[config.mk]
export PLATFORM = sky130hd
export DESIGN_NAME = muladd_seq
export DESIGN_NICKNAME = d
export VERILOG_FILES = /design/src/rtl/muladd_seq.sv
export SDC_FILE = /design/constraint.sdc
export NUM_CORES = 1
export LEC_CHECK = 0
export ABC_AREA = 0
export CAP_MARGIN = 20
export CORE_MARGIN = 4
export CORE_UTILIZATION = 58
export CTS_CLUSTER_DIAMETER = 200
export DETAILED_ROUTE_END_ITERATION = 12
export DONT_BUFFER_PORTS = 1
export PLACE_DENSITY = 0.84
export SLEW_MARGIN = 20
export SYNTH_ARGS = -nofsm -noshare
export SYNTH_HDL_FRONTEND = slang
export SYNTH_SLANG_ARGS = --single-unit
[constraint.sdc]
create_clock -name clk -period 3.44 [get_ports clk]
set_clock_uncertainty 0.2 [all_clocks]
set_input_delay 0.172 -clock clk [delete_from_list [all_inputs] [get_ports clk]]
set_output_delay 0.172 -clock clk [all_outputs]
set_load 0.03 [all_outputs]
[src/rtl/muladd_seq.sv]
// ============================================================================
// Module      : muladd_seq
// Description : Sequential radix-2 shift-add multiply-add, result = a*b + c.
// Revision    : 1.0 - initial release
// ============================================================================
`default_nettype none

module muladd_seq #(
    parameter int WIDTH = 8
) (
    input  logic               clk,
    input  logic               rst_n,
    input  logic               start,
    input  logic               sign,
    input  logic [WIDTH-1:0]   a,
    input  logic [WIDTH-1:0]   b,
    input  logic [WIDTH-1:0]   c,
    output logic               busy,
    output logic               done,
    output logic [2*WIDTH-1:0] result
);

    localparam int CW = $clog2(WIDTH + 1);
    localparam logic [CW-1:0] C_LAST = CW'(WIDTH - 1);

    typedef enum logic [1:0] {
        IDLE   = 2'd0,
        CALC   = 2'd1,
        FINISH = 2'd2
    } state_t;

    state_t               state_q,  state_d;
    logic [2*WIDTH-1:0]   mcand_q,  mcand_d;
    logic [WIDTH-1:0]     mplier_q, mplier_d;
    logic [2*WIDTH-1:0]   acc_q,    acc_d;
    logic [CW-1:0]        count_q,  count_d;
    logic                 neg_q,    neg_d;
    logic                 sign_q,   sign_d;
    logic [WIDTH-1:0]     c_q,      c_d;
    logic                 done_q,   done_d;
    logic [2*WIDTH-1:0]   result_q, result_d;

    logic [WIDTH-1:0]     mag_a;
    logic [WIDTH-1:0]     mag_b;
    logic [2*WIDTH-1:0]   product;
    logic [2*WIDTH-1:0]   c_ext;

    // Magnitudes are kept as unsigned W-bit values so -2^(W-1) maps to 2^(W-1).
    assign mag_a   = (sign && a[WIDTH-1]) ? (~a + 1'b1) : a;
    assign mag_b   = (sign && b[WIDTH-1]) ? (~b + 1'b1) : b;
    assign product = neg_q ? (~acc_q + 1'b1) : acc_q;
    assign c_ext   = sign_q ? {{WIDTH{c_q[WIDTH-1]}}, c_q} : {{WIDTH{1'b0}}, c_q};

    always_ff @(posedge clk or negedge rst_n) begin
        if (!rst_n) begin
            state_q  <= IDLE;
            mcand_q  <= '0;
            mplier_q <= '0;
            acc_q    <= '0;
            count_q  <= '0;
            neg_q    <= 1'b0;
            sign_q   <= 1'b0;
            c_q      <= '0;
            done_q   <= 1'b0;
            result_q <= '0;
        end else begin
            state_q  <= state_d;
            mcand_q  <= mcand_d;
            mplier_q <= mplier_d;
            acc_q    <= acc_d;
            count_q  <= count_d;
            neg_q    <= neg_d;
            sign_q   <= sign_d;
            c_q      <= c_d;
            done_q   <= done_d;
            result_q <= result_d;
        end
    end

    always_comb begin
        state_d  = state_q;
        mcand_d  = mcand_q;
        mplier_d = mplier_q;
        acc_d    = acc_q;
        count_d  = count_q;
        neg_d    = neg_q;
        sign_d   = sign_q;
        c_d      = c_q;
        done_d   = 1'b0;
        result_d = result_q;

        case (state_q)
            IDLE: begin
                if (start) begin
                    sign_d   = sign;
                    c_d      = c;
                    neg_d    = sign & (a[WIDTH-1] ^ b[WIDTH-1]);
                    mcand_d  = {{WIDTH{1'b0}}, mag_a};
                    mplier_d = mag_b;
                    acc_d    = '0;
                    count_d  = '0;
                    state_d  = CALC;
                end
            end
            CALC: begin
                if (mplier_q[0]) begin
                    acc_d = acc_q + mcand_q;
                end
                mcand_d  = mcand_q << 1;
                mplier_d = mplier_q >> 1;
                count_d  = count_q + 1'b1;
                if (count_q == C_LAST) begin
                    state_d = FINISH;
                end
            end
            FINISH: begin
                result_d = product + c_ext;
                done_d   = 1'b1;
                state_d  = IDLE;
            end
            default: begin
                state_d = IDLE;
            end
        endcase
    end

    assign busy   = (state_q != IDLE);
    assign done   = done_q;
    assign result = result_q;

endmodule

`default_nettype wire

==> results.yml, run 1 <==
outcome:
  outcome: "finished clean"
grt:
  grt_first_pass_wirelength_um: 20200
  grt.overflow.total: 0
  maximum_number_of_pins_on_one_net_before_global_route_repair: 74
  first_global_vias: 4348
  gr_usage_total_pct: 24.5
  initial_antenna_violation_count: 0
placed_design:
  port-buffer-count: 0
  gp_congestion: 0.893
  dp_hpwl_um: 8130
  placement.cell_area_um2: 5080
  post-place-cells: 663
  dp_slack_ns: 0.0936
worst_setup_path:
  endpoint_kind: "flip-flop"
  crit_path_max_incr_delay_ns: 0.55
  critPathBufInv: 0
  critPathTopFamily: "simple AND/OR/NAND/NOR gates"
  critical-path-slowest-cell: "sky130_fd_sc_hd__or4_4"
  worstPathMaxFanout: 6
  ff2ff_path_depth: 11
  critical_path_startpoint_category: "flip-flop"
  critical_path_required_ns: 3.53
  cp_cell_sequence: "or4_4 > or4b_4 > o21ai_0 > xnor2_1 > ha_1 > nand2_1 > nor3_1 > o211ai_1 > nand4b_1 > or3_1 > nand3_1"
  critical_path_depth: 11
  timing_worst_setup_path_type: "flip-flop to flip-flop"
  crit_arrival_ns: 3.41
pwr:
  power.switching_mw: 2.80
  powerDensity_nw_per_um2: 1020
  static-leakage-power_nw: 2.53
  netSwitchingFraction_pct: 49.0
  peakVddDrop_mv: 0.499
  power_frac_seq_pct: 29.9
  pwr-share-comb_pct: 60.0
  power.share.clock_pct: 10.2
  power_report.internal_total_mw: 2.91
synth:
  synth.mux.area_fraction_pct: 0.607
  synthesized_area_fraction_occupied_by_xor_and_xnor_cells_pct: 7.79
  synthCells: 570
  synth_top_flop_cell: "sky130_fd_sc_hd__dfrtp_1"
  combinational_family_with_the_most_area_after_synthesis: "compound AO/OA/AOI/OAI gates"
  ys.warnings.count: 0
  synth.net_count: 636
  synth_fa_ha_area_share_pct: 9.91
  yosysTopAreaCellShare_pct: 36.9
  synth-compound-area-share_pct: 24.1
  synthSimpleGateAreaFrac_pct: 17.7
  synth.cell_area_um2: 4950
  synth_seq_area_share_pct: 36.9
  synth-edff-count: 0
  yosys.area.top_type: "sky130_fd_sc_hd__dfrtp_1"
  postSynth.asyncResetShare_pct: 100
  synth_cell_types: 56
  yosys_register_bits: 73
  netlist_top_cells_area: "sky130_fd_sc_hd__dfrtp_1 (37%), sky130_fd_sc_hd__ha_1 (9.1%), sky130_fd_sc_hd__nand2_1 (8.1%), sky130_fd_sc_hd__o21ai_0 (6.4%), sky130_fd_sc_hd__xnor2_1 (5.7%)"
  synthesis.area_per_instance_um2: 8.68
min_path:
  min_delay_path_depth: 3
  hold_path_class: "input port to flip-flop"
clock_network:
  cts-root-to-sink-buffers: 2
  clkSlewWorstSetupHoldPaths_ns: 0.08
  cts_made_buffers: 9
  total_number_of_clock_tree_sinks: 73
  tritoncts_clock_tree: "built"
  clock-root-buffer: "sky130_fd_sc_hd__clkbuf_8"
  clk_latency_worst_skew_pair_ns: 0.35
  cts.htree.levels: 3
floorplanning:
  die_x_um: 100
  io_pins: 46
  die_y_um: 100
  std_cell_rows: 33
  initial_core_util_pct: 59.9
  die_area_um2: 10100
  core_footprint_um2: 8260
cells_and_area:
  seqCellArea_um2: 1830
  final.fill_count: 617
  layout.cell_area.non_filler_um2: 5620
  multiInputGateArea_um2: 3020
  layoutNonFillerInstCount: 711
  fin_nets: 667
  layout-area-overhead-vs-synth_pct: 13.5
  insertedDiodeCount: 0
  drive_gt1_share_pct: 7.76
  most-common-layout-cells: "sky130_fd_sc_hd__nand2_1 (107), sky130_fd_sc_hd__dfrtp_1 (72), sky130_fd_sc_hd__o21ai_0 (60)"
  layout.cells.most_common: "sky130_fd_sc_hd__nand2_1"
route:
  firstDrtPassIters: 5
  route.vias.total: 4408
  drc: 0
  initialDrtViolationCount: 288
  via_per_inst: 6.20
  route.final.wire_length_um: 11800
  number_of_antenna_violating_nets_in_the_routed_design: 0
  routedWlPerCell_um: 16.5
sta:
  max-slew-margin-rel_pct: 41.2
  layout_min_cycle_time_ns: 3.32
  whs_ns: 0.0168
  setup_total_negative_slack_ns: 0
  final-max-slew-violation-count: 0
  max_freq_mhz: 302
  transition_at_the_pin_with_the_smallest_max_transition_slack_ns: 0.879
  layout_setup_ws_ns: 0.124
  timing.final.setup_violations: 0
  timing.final.hold_violations: 0
  post-route-period-util_pct: 96.4
job:
  drv.max_cap_violation_count: 0
## routing by layer
layer	track usage, %	part of all wire, %	vias up	wire, um
li1	-	-	2130	-
met1	30.8	42	2082	4970
met2	41.9	50	174	5850
met3	5.14	6.6	22	774
met4	8.08	1.4	0	169
met5	0	0	-	0
## tightest hold or removal path: stages
cell and delay (ns):
sky130_fd_sc_hd__nand2_1 0.03, sky130_fd_sc_hd__buf_4 0.23, sky130_fd_sc_hd__nand2_1 0.09
## cell families after synthesis
group	count (synthesis)
AND/OR/NAND/NOR	191
AO/OA/AOI/OAI	181
flip-flops	73
XOR/XNOR	44
buffers and inverters	40
adder cells (fa/ha/maj)	38
multiplexers	3
## path summary, 6_finish.rpt
| kind | start | to | slack, ns |
|---|---|---|---|
| min | start | state_q[0] | 0.02 |
| max in group asynchronous | rst_n | acc_q[1] | 2.58 |
| min in group asynchronous | rst_n | result[3] | 0.17 |
| max | acc_q[7] | result[15] | 0.12 |
| max reg2reg | acc_q[7] | result[15] | 0.12 |
| min reg2reg | sign_q | sign_q | 0.29 |
## cell type report
| class | instances | share of cell area, % |
|---|---|---|
| multi-input combinational | 457 | 53.7 |
| sequential | 73 | 32.5 |
| timing repair buffer | 43 | 7.39 |
| tap | 105 | 2.34 |
| clock buffer | 10 | 2.27 |
| inverter | 17 | 1.14 |
| clock inverter | 6 | 0.623 |
## Yosys cell counts (4+ instances only)
library cell / number
sky130_fd_sc_hd__a22oi_1: 13
sky130_fd_sc_hd__o21ai_0: 63
sky130_fd_sc_hd__and3_1: 4
sky130_fd_sc_hd__a21o_1: 13
sky130_fd_sc_hd__clkbuf_1: 20
sky130_fd_sc_hd__xor2_1: 12
sky130_fd_sc_hd__ha_1: 36
sky130_fd_sc_hd__nor2_1: 18
sky130_fd_sc_hd__a211oi_1: 11
sky130_fd_sc_hd__nor3_1: 13
sky130_fd_sc_hd__dfrtp_1: 73
sky130_fd_sc_hd__xnor2_1: 32
sky130_fd_sc_hd__a31oi_1: 7
sky130_fd_sc_hd__a211o_1: 4
sky130_fd_sc_hd__inv_1: 17
sky130_fd_sc_hd__nand2_1: 107
sky130_fd_sc_hd__nand2b_1: 6
sky130_fd_sc_hd__o21a_1: 10
sky130_fd_sc_hd__a21oi_1: 22
sky130_fd_sc_hd__nand3_1: 17
sky130_fd_sc_hd__o31ai_1: 12
## power groups by stage
stage	sequential, mW	clock (mW)	combinational (mW)
2_1_floorplan	1.63	0	2.53
3_3_place_gp	1.69	0	3.03
3_5_place_dp	1.71	0	3.15
4_1_cts	1.70	0.591	3.22
5_1_grt	1.76	0.627	3.83
6_report	1.71	0.581	3.42
## registers in the layout, summed over array words and instances (netlist names)
register  count
state_q       2
acc_q        16
sign_q        1
mplier_q      8
mcand_q      16
c_q           8
neg_q         1
done          1
count_q       4
result       16
## through the flow
step                total power [mW]  utilization, %
global route                    6.21            68.1
detailed placement              4.86            61.5
floorplan                       4.16               -
finish                          5.71            68.1
CTS                             5.51            67.3
global placement                4.73            61.5
## repair_timing
| action | in CTS | in global routing |
|---|---|---|
| hold endpoints to repair | 99 | 0 |
| gates resized for setup | 0 | 16 |
| hold buffers | 30 | 0 |
| setup endpoints to repair | 0 | 6 |
| setup buffers | 0 | 2 |
Note: power is estimated with default switching activity, not from simulation.
==> run 2: changes to the inputs <==
- GPL_TIMING_DRIVEN: unset -> 0
==> run 2 against run 1 <==
Core utilization up 1.9 points. Setup slack worse by 0.034 ns. Cell area up 2.8%. Register-to-register slack worse by 0.03 ns. Global-route usage up 1.1 points. Sequential power increased by 2%. Worst hold slack gained 0.0017 ns. Non-clock buffer count grew 18. Maximum frequency decreased by 1.0%. Die area unchanged. Final cell count rose by 2.5%. Via count is 3.0% higher. Critical path type unchanged. Largest cell class unchanged. Largest power group unchanged.
==> results.yml, run 2 (synthesized netlist as in run 1, its figures left out) <==
placed_design:
  dp_slack_ns: -0.125
  post-place-cells: 675
  port-buffer-count: 0
  gp_congestion: 0.913
  dp_hpwl_um: 8850
cells_and_area:
  fin_nets: 685
  drive_gt1_share_pct: 8.65
  layout.cells.most_common: "sky130_fd_sc_hd__nand2_1"
  layout-area-overhead-vs-synth_pct: 16.8
  layoutNonFillerInstCount: 729
  most-common-layout-cells: "sky130_fd_sc_hd__nand2_1 (107), sky130_fd_sc_hd__dfrtp_1 (68), sky130_fd_sc_hd__o21ai_0 (60)"
  insertedDiodeCount: 0
route:
  routedWlPerCell_um: 17.5
  route.vias.total: 4541
  via_per_inst: 6.23
  number_of_antenna_violating_nets_in_the_routed_design: 0
  initialDrtViolationCount: 281
  firstDrtPassIters: 5
  drc: 0
  route.final.wire_length_um: 12800
sta:
  final-max-slew-violation-count: 0
  max_freq_mhz: 299
  rsz0062_at_grt: "yes"
  timing.final.hold_violations: 0
  whs_ns: 0.0185
  max-slew-margin-rel_pct: 63.2
  transition_at_the_pin_with_the_smallest_max_transition_slack_ns: 0.552
  setup_total_negative_slack_ns: 0
  layout_min_cycle_time_ns: 3.35
  layout_setup_ws_ns: 0.0905
  timing.final.setup_violations: 0
  post-route-period-util_pct: 97.4
worst_setup_path:
  worstPathMaxFanout: 5
  critical_path_depth: 11
  endpoint_kind: "flip-flop"
  crit_arrival_ns: 3.44
  critical-path-slowest-cell: "sky130_fd_sc_hd__or4_4"
  critical_path_required_ns: 3.53
  critPathBufInv: 0
  critPathTopFamily: "simple AND/OR/NAND/NOR gates"
  cp_cell_sequence: "or4_4 > or4b_4 > o31ai_4 > xnor2_1 > ha_1 > nand2_1 > nor3_2 > o211ai_1 > nand4b_1 > or3_1 > nand3_1"
  crit_path_max_incr_delay_ns: 0.57
  critical_path_startpoint_category: "flip-flop"
  ff2ff_path_depth: 11
  timing_worst_setup_path_type: "flip-flop to flip-flop"
clock_network:
  cts-root-to-sink-buffers: 2
  clock-root-buffer: "sky130_fd_sc_hd__clkbuf_8"
  clkSlewWorstSetupHoldPaths_ns: 0.09
  cts_made_buffers: 9
  clk_latency_worst_skew_pair_ns: 0.35
  total_number_of_clock_tree_sinks: 73
  tritoncts_clock_tree: "built"
  cts.htree.levels: 3
grt:
  grt_first_pass_wirelength_um: 20800
  first_global_vias: 4482
  grt.overflow.total: 0
  gr_usage_total_pct: 25.6
  initial_antenna_violation_count: 0
  maximum_number_of_pins_on_one_net_before_global_route_repair: 74
floorplanning:
  std_cell_rows: 33
  die_x_um: 100
  initial_core_util_pct: 59.9
  die_y_um: 100
  die_area_um2: 10100
  io_pins: 46
  core_footprint_um2: 8260
min_path:
  hold_path_class: "input port to flip-flop"
  min_delay_path_depth: 4
pwr:
  peakVddDrop_mv: 0.594
  powerDensity_nw_per_um2: 1040
  static-leakage-power_nw: 2.57
outcome:
  outcome: "finished clean"
job:
  drv.max_cap_violation_count: 0
## run 2: cell count changes in the layout (fill, tap and decap cells not counted), moves of 2 or more
cell	change
sky130_fd_sc_hd__bufinv_16	+2
sky130_fd_sc_hd__buf_4	-5
sky130_fd_sc_hd__clkinv_2	-2
sky130_fd_sc_hd__o31ai_1	-2
sky130_fd_sc_hd__clkbuf_1	+17
sky130_fd_sc_hd__dfrtp_2	+4
sky130_fd_sc_hd__buf_1	+3
sky130_fd_sc_hd__dfrtp_1	-4
## run 2: report_power, final
| group | switching, mW | internal, mW | total, mW |
|---|---|---|---|
| registers | 0.530 | 1.22 | 1.75 |
| clock network | 0.337 | 0.408 | 0.745 |
| logic | 2.03 | 1.46 | 3.49 |
| total | 2.90 | 3.09 | 5.99 |
## run 2: worst reg2reg max path: stages, from the launching register on
cell and delay [ns]:
sky130_fd_sc_hd__dfrtp_2 0.44, sky130_fd_sc_hd__or4_4 0.57, sky130_fd_sc_hd__or4b_4 0.56, sky130_fd_sc_hd__o31ai_4 0.22
sky130_fd_sc_hd__xnor2_1 0.15, sky130_fd_sc_hd__ha_1 0.27, sky130_fd_sc_hd__nand2_1 0.11, sky130_fd_sc_hd__nor3_2 0.06
sky130_fd_sc_hd__o211ai_1 0.11, sky130_fd_sc_hd__nand4b_1 0.15, sky130_fd_sc_hd__or3_1 0.37, sky130_fd_sc_hd__nand3_1 0.08
## run 2: layer usage
metal | global-route usage [%] | vias up | routed length [um]
li1 | - | 2167 | -
met3 | 4.93 | 24 | 640
met1 | 31.3 | 2196 | 5300
met4 | 8.81 | 0 | 255
met5 | 0 | - | 0
met2 | 45.0 | 154 | 6580
## run 2: cell type report
cell class,instances,area (um2)
Sequential cell,73,1830
Buffer,22,83.8
Multi-Input combinational cell,457,3060
Fill cell,593,2480
Clock buffer,9,124
Tap cell,105,131
Timing Repair Buffer,39,388
Clock inverter,7,93.8
Inverter,17,63.8
## run 2: final timing paths
kind                       startpoint     endpoint  slack, ns
max                          acc_q[7]   result[15]       0.09
min                              b[3]  mplier_q[4]       0.02
max reg2reg                  acc_q[7]   result[15]       0.09
min reg2reg                count_q[3]   state_q[1]       0.28
max in group asynchronous       rst_n   count_q[1]       2.56
min in group asynchronous       rst_n    result[6]       0.16
## run 2: repair_timing
action | CTS | global route
hold endpoints to repair | 100 | 0
pin swaps | 0 | 4
hold buffers | 31 | 0
resized for setup | 5 | 24
setup endpoints to repair | 3 | 6
buffers inserted | 0 | 8
## run 2: through the flow
| step | instance area (um2) | total power [mW] | util [%] |
|---|---|---|---|
| finish | 5780 | 5.99 | 70.0 |
| global route | 5780 | 6.48 | 70.0 |
| CTS | 5640 | 5.71 | 68.3 |
| detailed placement | 5080 | 4.87 | 61.5 |
| floorplan | 4950 | 4.16 | - |
| global placement | 5080 | 4.70 | 61.5 |
==> run 3: changes to the inputs <==
- ABC_AREA: 0 -> 1
==> run 3 against run 2 <==
Die area rose by 2.7%. Combinational power is 2% lower. Core utilization decreased by 1.7 points. Area after synthesis increased by 3.0%. Sequential share of layout area is 0.19 points higher. Setup slack better by 0.36 ns. Critical path depth rose by 7. Non-clock buffer count decreased by 18. Largest cell class unchanged. Largest power group unchanged. Highest routed layer unchanged.
==> results.yml, run 3 <==
outcome:
  outcome: "finished clean"
floorplanning:
  initial_core_util_pct: 60.8
  die_area_um2: 10400
  core_footprint_um2: 8380
  die_y_um: 102
  std_cell_rows: 33
  die_x_um: 102
  io_pins: 46
placed_design:
  dp_hpwl_um: 8770
  gp_congestion: 0.947
  port-buffer-count: 0
worst_setup_path:
  timing_worst_setup_path_type: "flip-flop to flip-flop"
  critical_path_required_ns: 3.47
  crit_arrival_ns: 3.02
  rrSetupSlack_ns: 0.45
  critPathCapture: "result[13]"
  endpoint_kind: "flip-flop"
  worstPathMaxFanout: 5
  ff2ff_path_depth: 18
  reg2reg_from: "acc_q[1]"
  crit_start: "acc_q[1]"
  critical_path.reg2reg.endpoint: "result[13]"
  critical_path_startpoint_category: "flip-flop"
route:
  drc: 0
  route.final.wire_length_um: 12000
  initialDrtViolationCount: 217
  firstDrtPassIters: 5
  number_of_antenna_violating_nets_in_the_routed_design: 0
  route.vias.total: 4620
  via_per_inst: 5.59
  routedWlPerCell_um: 14.5
cells_and_area:
  fin_nets: 782
  drive_gt1_share_pct: 7.21
  final.fill_count: 671
  most-common-layout-cells: "sky130_fd_sc_hd__nand2_1 (199), sky130_fd_sc_hd__dfrtp_1 (73), sky130_fd_sc_hd__inv_1 (65)"
  layout-area-overhead-vs-synth_pct: 12.3
  layout.core_utilization_pct: 68.3
  layout.cells.most_common: "sky130_fd_sc_hd__nand2_1"
  insertedDiodeCount: 0
synth:
  synth_cell_types: 40
  synthesized_area_fraction_occupied_by_xor_and_xnor_cells_pct: 5.15
  synth_fa_ha_area_share_pct: 9.62
  synth-edff-count: 0
  synth.cell_area_um2: 5100
  ys.warnings.count: 0
  synth.net_count: 740
  postSynth.asyncResetShare_pct: 100
  synth.cells.most_frequent: "sky130_fd_sc_hd__nand2_1 (199), sky130_fd_sc_hd__dfrtp_1 (73), sky130_fd_sc_hd__inv_1 (65)"
  netlist_top_cells_area: "sky130_fd_sc_hd__dfrtp_1 (36%), sky130_fd_sc_hd__nand2_1 (15%), sky130_fd_sc_hd__ha_1 (8.8%), sky130_fd_sc_hd__inv_1 (4.8%), sky130_fd_sc_hd__nand3_1 (4.2%)"
  synth.mux.area_fraction_pct: 0
  synth_top_flop_cell: "sky130_fd_sc_hd__dfrtp_1"
  synthCells: 674
  synthesis.area_per_instance_um2: 7.56
  synth_seq_area_share_pct: 35.8
  yosysMostFrequentCell: "sky130_fd_sc_hd__nand2_1"
  yosys_register_bits: 73
  yosys.area.top_type: "sky130_fd_sc_hd__dfrtp_1"
  synth-compound-area-share_pct: 15.8
  combinational_family_with_the_most_area_after_synthesis: "simple AND/OR/NAND/NOR gates"
  yosysTopAreaCellShare_pct: 35.8
  synthSimpleGateAreaFrac_pct: 26.5
grt:
  grt.met1_usage_pct: 31.5
  grt_util_met2_pct: 41.9
  grt.overflow.total: 0
  first_global_vias: 4532
  met3_usage_in_global_routing_pct: 3.51
  globalRoute.busiestLayer: "met2"
  initial_antenna_violation_count: 0
  maximum_number_of_pins_on_one_net_before_global_route_repair: 74
  gr_usage_total_pct: 24.4
  grt_first_pass_wirelength_um: 20300
clock_network:
  clock-root-buffer: "sky130_fd_sc_hd__clkbuf_8"
  total_number_of_clock_tree_sinks: 73
  clk_latency_worst_skew_pair_ns: 0.34
  cts.htree.levels: 3
  cts_made_buffers: 9
  tritoncts_clock_tree: "built"
  clkSlewWorstSetupHoldPaths_ns: 0.09
  cts-root-to-sink-buffers: 2
pwr:
  power.share.clock_pct: 10.7
  power.switching_mw: 2.91
  peakVddDrop_mv: 0.367
  netSwitchingFraction_pct: 51.2
  power_report.internal_total_mw: 2.77
  power_frac_seq_pct: 29.1
  static-leakage-power_nw: 2.92
  report.power.total_mw: 5.68
  powerDensity_nw_per_um2: 992
  pwr-share-comb_pct: 60.2
sta:
  max-slew-margin-rel_pct: 61.0
  max_freq_mhz: 335
  transition_at_the_pin_with_the_smallest_max_transition_slack_ns: 0.586
  final-max-slew-violation-count: 0
  timing.final.hold_violations: 0
  timing.final.setup_violations: 0
  setup_total_negative_slack_ns: 0
  post-route-period-util_pct: 86.9
  layout_min_cycle_time_ns: 2.99
  rsz0062_at_grt: "no"
job:
  drv.max_cap_violation_count: 0
min_path:
  min_delay_path_depth: 5
  hold_path_class: "input port to flip-flop"
-- run 3: changes by cell type in the layout (fill, tap and decap cells not counted), moves of 12 or more --
| cell | delta |
|---|---|
| sky130_fd_sc_hd__o21ai_0 | -17 |
| sky130_fd_sc_hd__xnor2_1 | -26 |
| sky130_fd_sc_hd__nand2_1 | +92 |
| sky130_fd_sc_hd__xor2_1 | +12 |
| sky130_fd_sc_hd__a21oi_1 | +19 |
| sky130_fd_sc_hd__nand3_1 | +27 |
| sky130_fd_sc_hd__nor2_1 | +28 |
| sky130_fd_sc_hd__clkbuf_1 | -13 |
| sky130_fd_sc_hd__inv_1 | +48 |
-- run 3: power by group through the flow --
stage / clock network, mW / logic [mW] / registers [mW]
floorplan: 0 / 2.69 / 1.57
global placement: 0 / 3.20 / 1.65
detailed placement: 0 / 3.31 / 1.66
CTS: 0.610 / 3.40 / 1.65
global route: 0.648 / 3.92 / 1.69
finish: 0.608 / 3.42 / 1.65
-- run 3: through the flow --
step / setup WS [ns] / instances / cell area (um2) / hold slack [ns]
final: 0.451 / 826 / 5730 / 0.00790
after global routing: 0.194 / 826 / 5730 / 0.0371
after CTS: 0.472 / 826 / 5730 / 0.00425
after detailed placement: 0.490 / 779 / 5230 / -0.321
after global placement: 0.576 / 779 / 5230 / -0.321
after floorplan: 0.875 / 674 / 5100 / -0.324
-- run 3: worst min-delay path by stage --
stage	start	endpoint
after global placement	rst_n	result[14]
after detailed placement	rst_n	result[14]
final	a[6]	mcand_q[7]
after CTS	a[6]	mcand_q[7]
after floorplan	rst_n	acc_q[0]
after global routing	a[6]	mcand_q[7]
-- run 3: cells by family after synthesis --
group | count (synthesis)
AOI/OAI and AO/OA | 135
xor gates and xnor gates | 30
adders and majority gates | 38
buffers and inverters | 84
DFF | 73
and+or+nand+nor | 314
-- run 3: worst max-delay path, cell delays in order, from the launching register on --
cell and delay (ns):
sky130_fd_sc_hd__dfrtp_1 0.44, sky130_fd_sc_hd__inv_1 0.13, sky130_fd_sc_hd__ha_1 0.18, sky130_fd_sc_hd__nand3_1 0.10, sky130_fd_sc_hd__nor2_1 0.14, sky130_fd_sc_hd__nand3_1 0.09
sky130_fd_sc_hd__nand2_1 0.15, sky130_fd_sc_hd__nand2_1 0.08, sky130_fd_sc_hd__xor2_1 0.14, sky130_fd_sc_hd__ha_1 0.38, sky130_fd_sc_hd__nand2_1 0.08, sky130_fd_sc_hd__inv_1 0.09
sky130_fd_sc_hd__nand3_1 0.13, sky130_fd_sc_hd__nor3_1 0.15, sky130_fd_sc_hd__o21ai_1 0.11, sky130_fd_sc_hd__nand2_1 0.09, sky130_fd_sc_hd__nand2_1 0.06, sky130_fd_sc_hd__nand3_1 0.08
sky130_fd_sc_hd__nand2_1 0.06
-- run 3: layer usage --
metal,part of all wire (%),up-vias
met5,0,-
met4,1.9,0
met3,5.1,24
met2,48,147
met1,45,2133
li1,-,2316
-- run 3: cell type report --
class	instances	area [um2]	share of cell area [%]
Buffer	12	73.8	1.29
Clock buffer	10	128	2.23
Clock inverter	6	42.5	0.743
Inverter	72	285	4.98
Multi-Input combinational cell	517	2910	50.8
Sequential cell	73	1830	31.9
Tap cell	105	131	2.29
Timing Repair Buffer	31	328	5.72
-- run 3: what timing repair did --
| action | 4_1_cts | 5_1_grt |
|---|---|---|
| endpoints found under the hold margin | 99 | 0 |
| hold buffers | 31 | 0 |
| gates resized for setup | 0 | 0 |
| setup buffers | 0 | 0 |
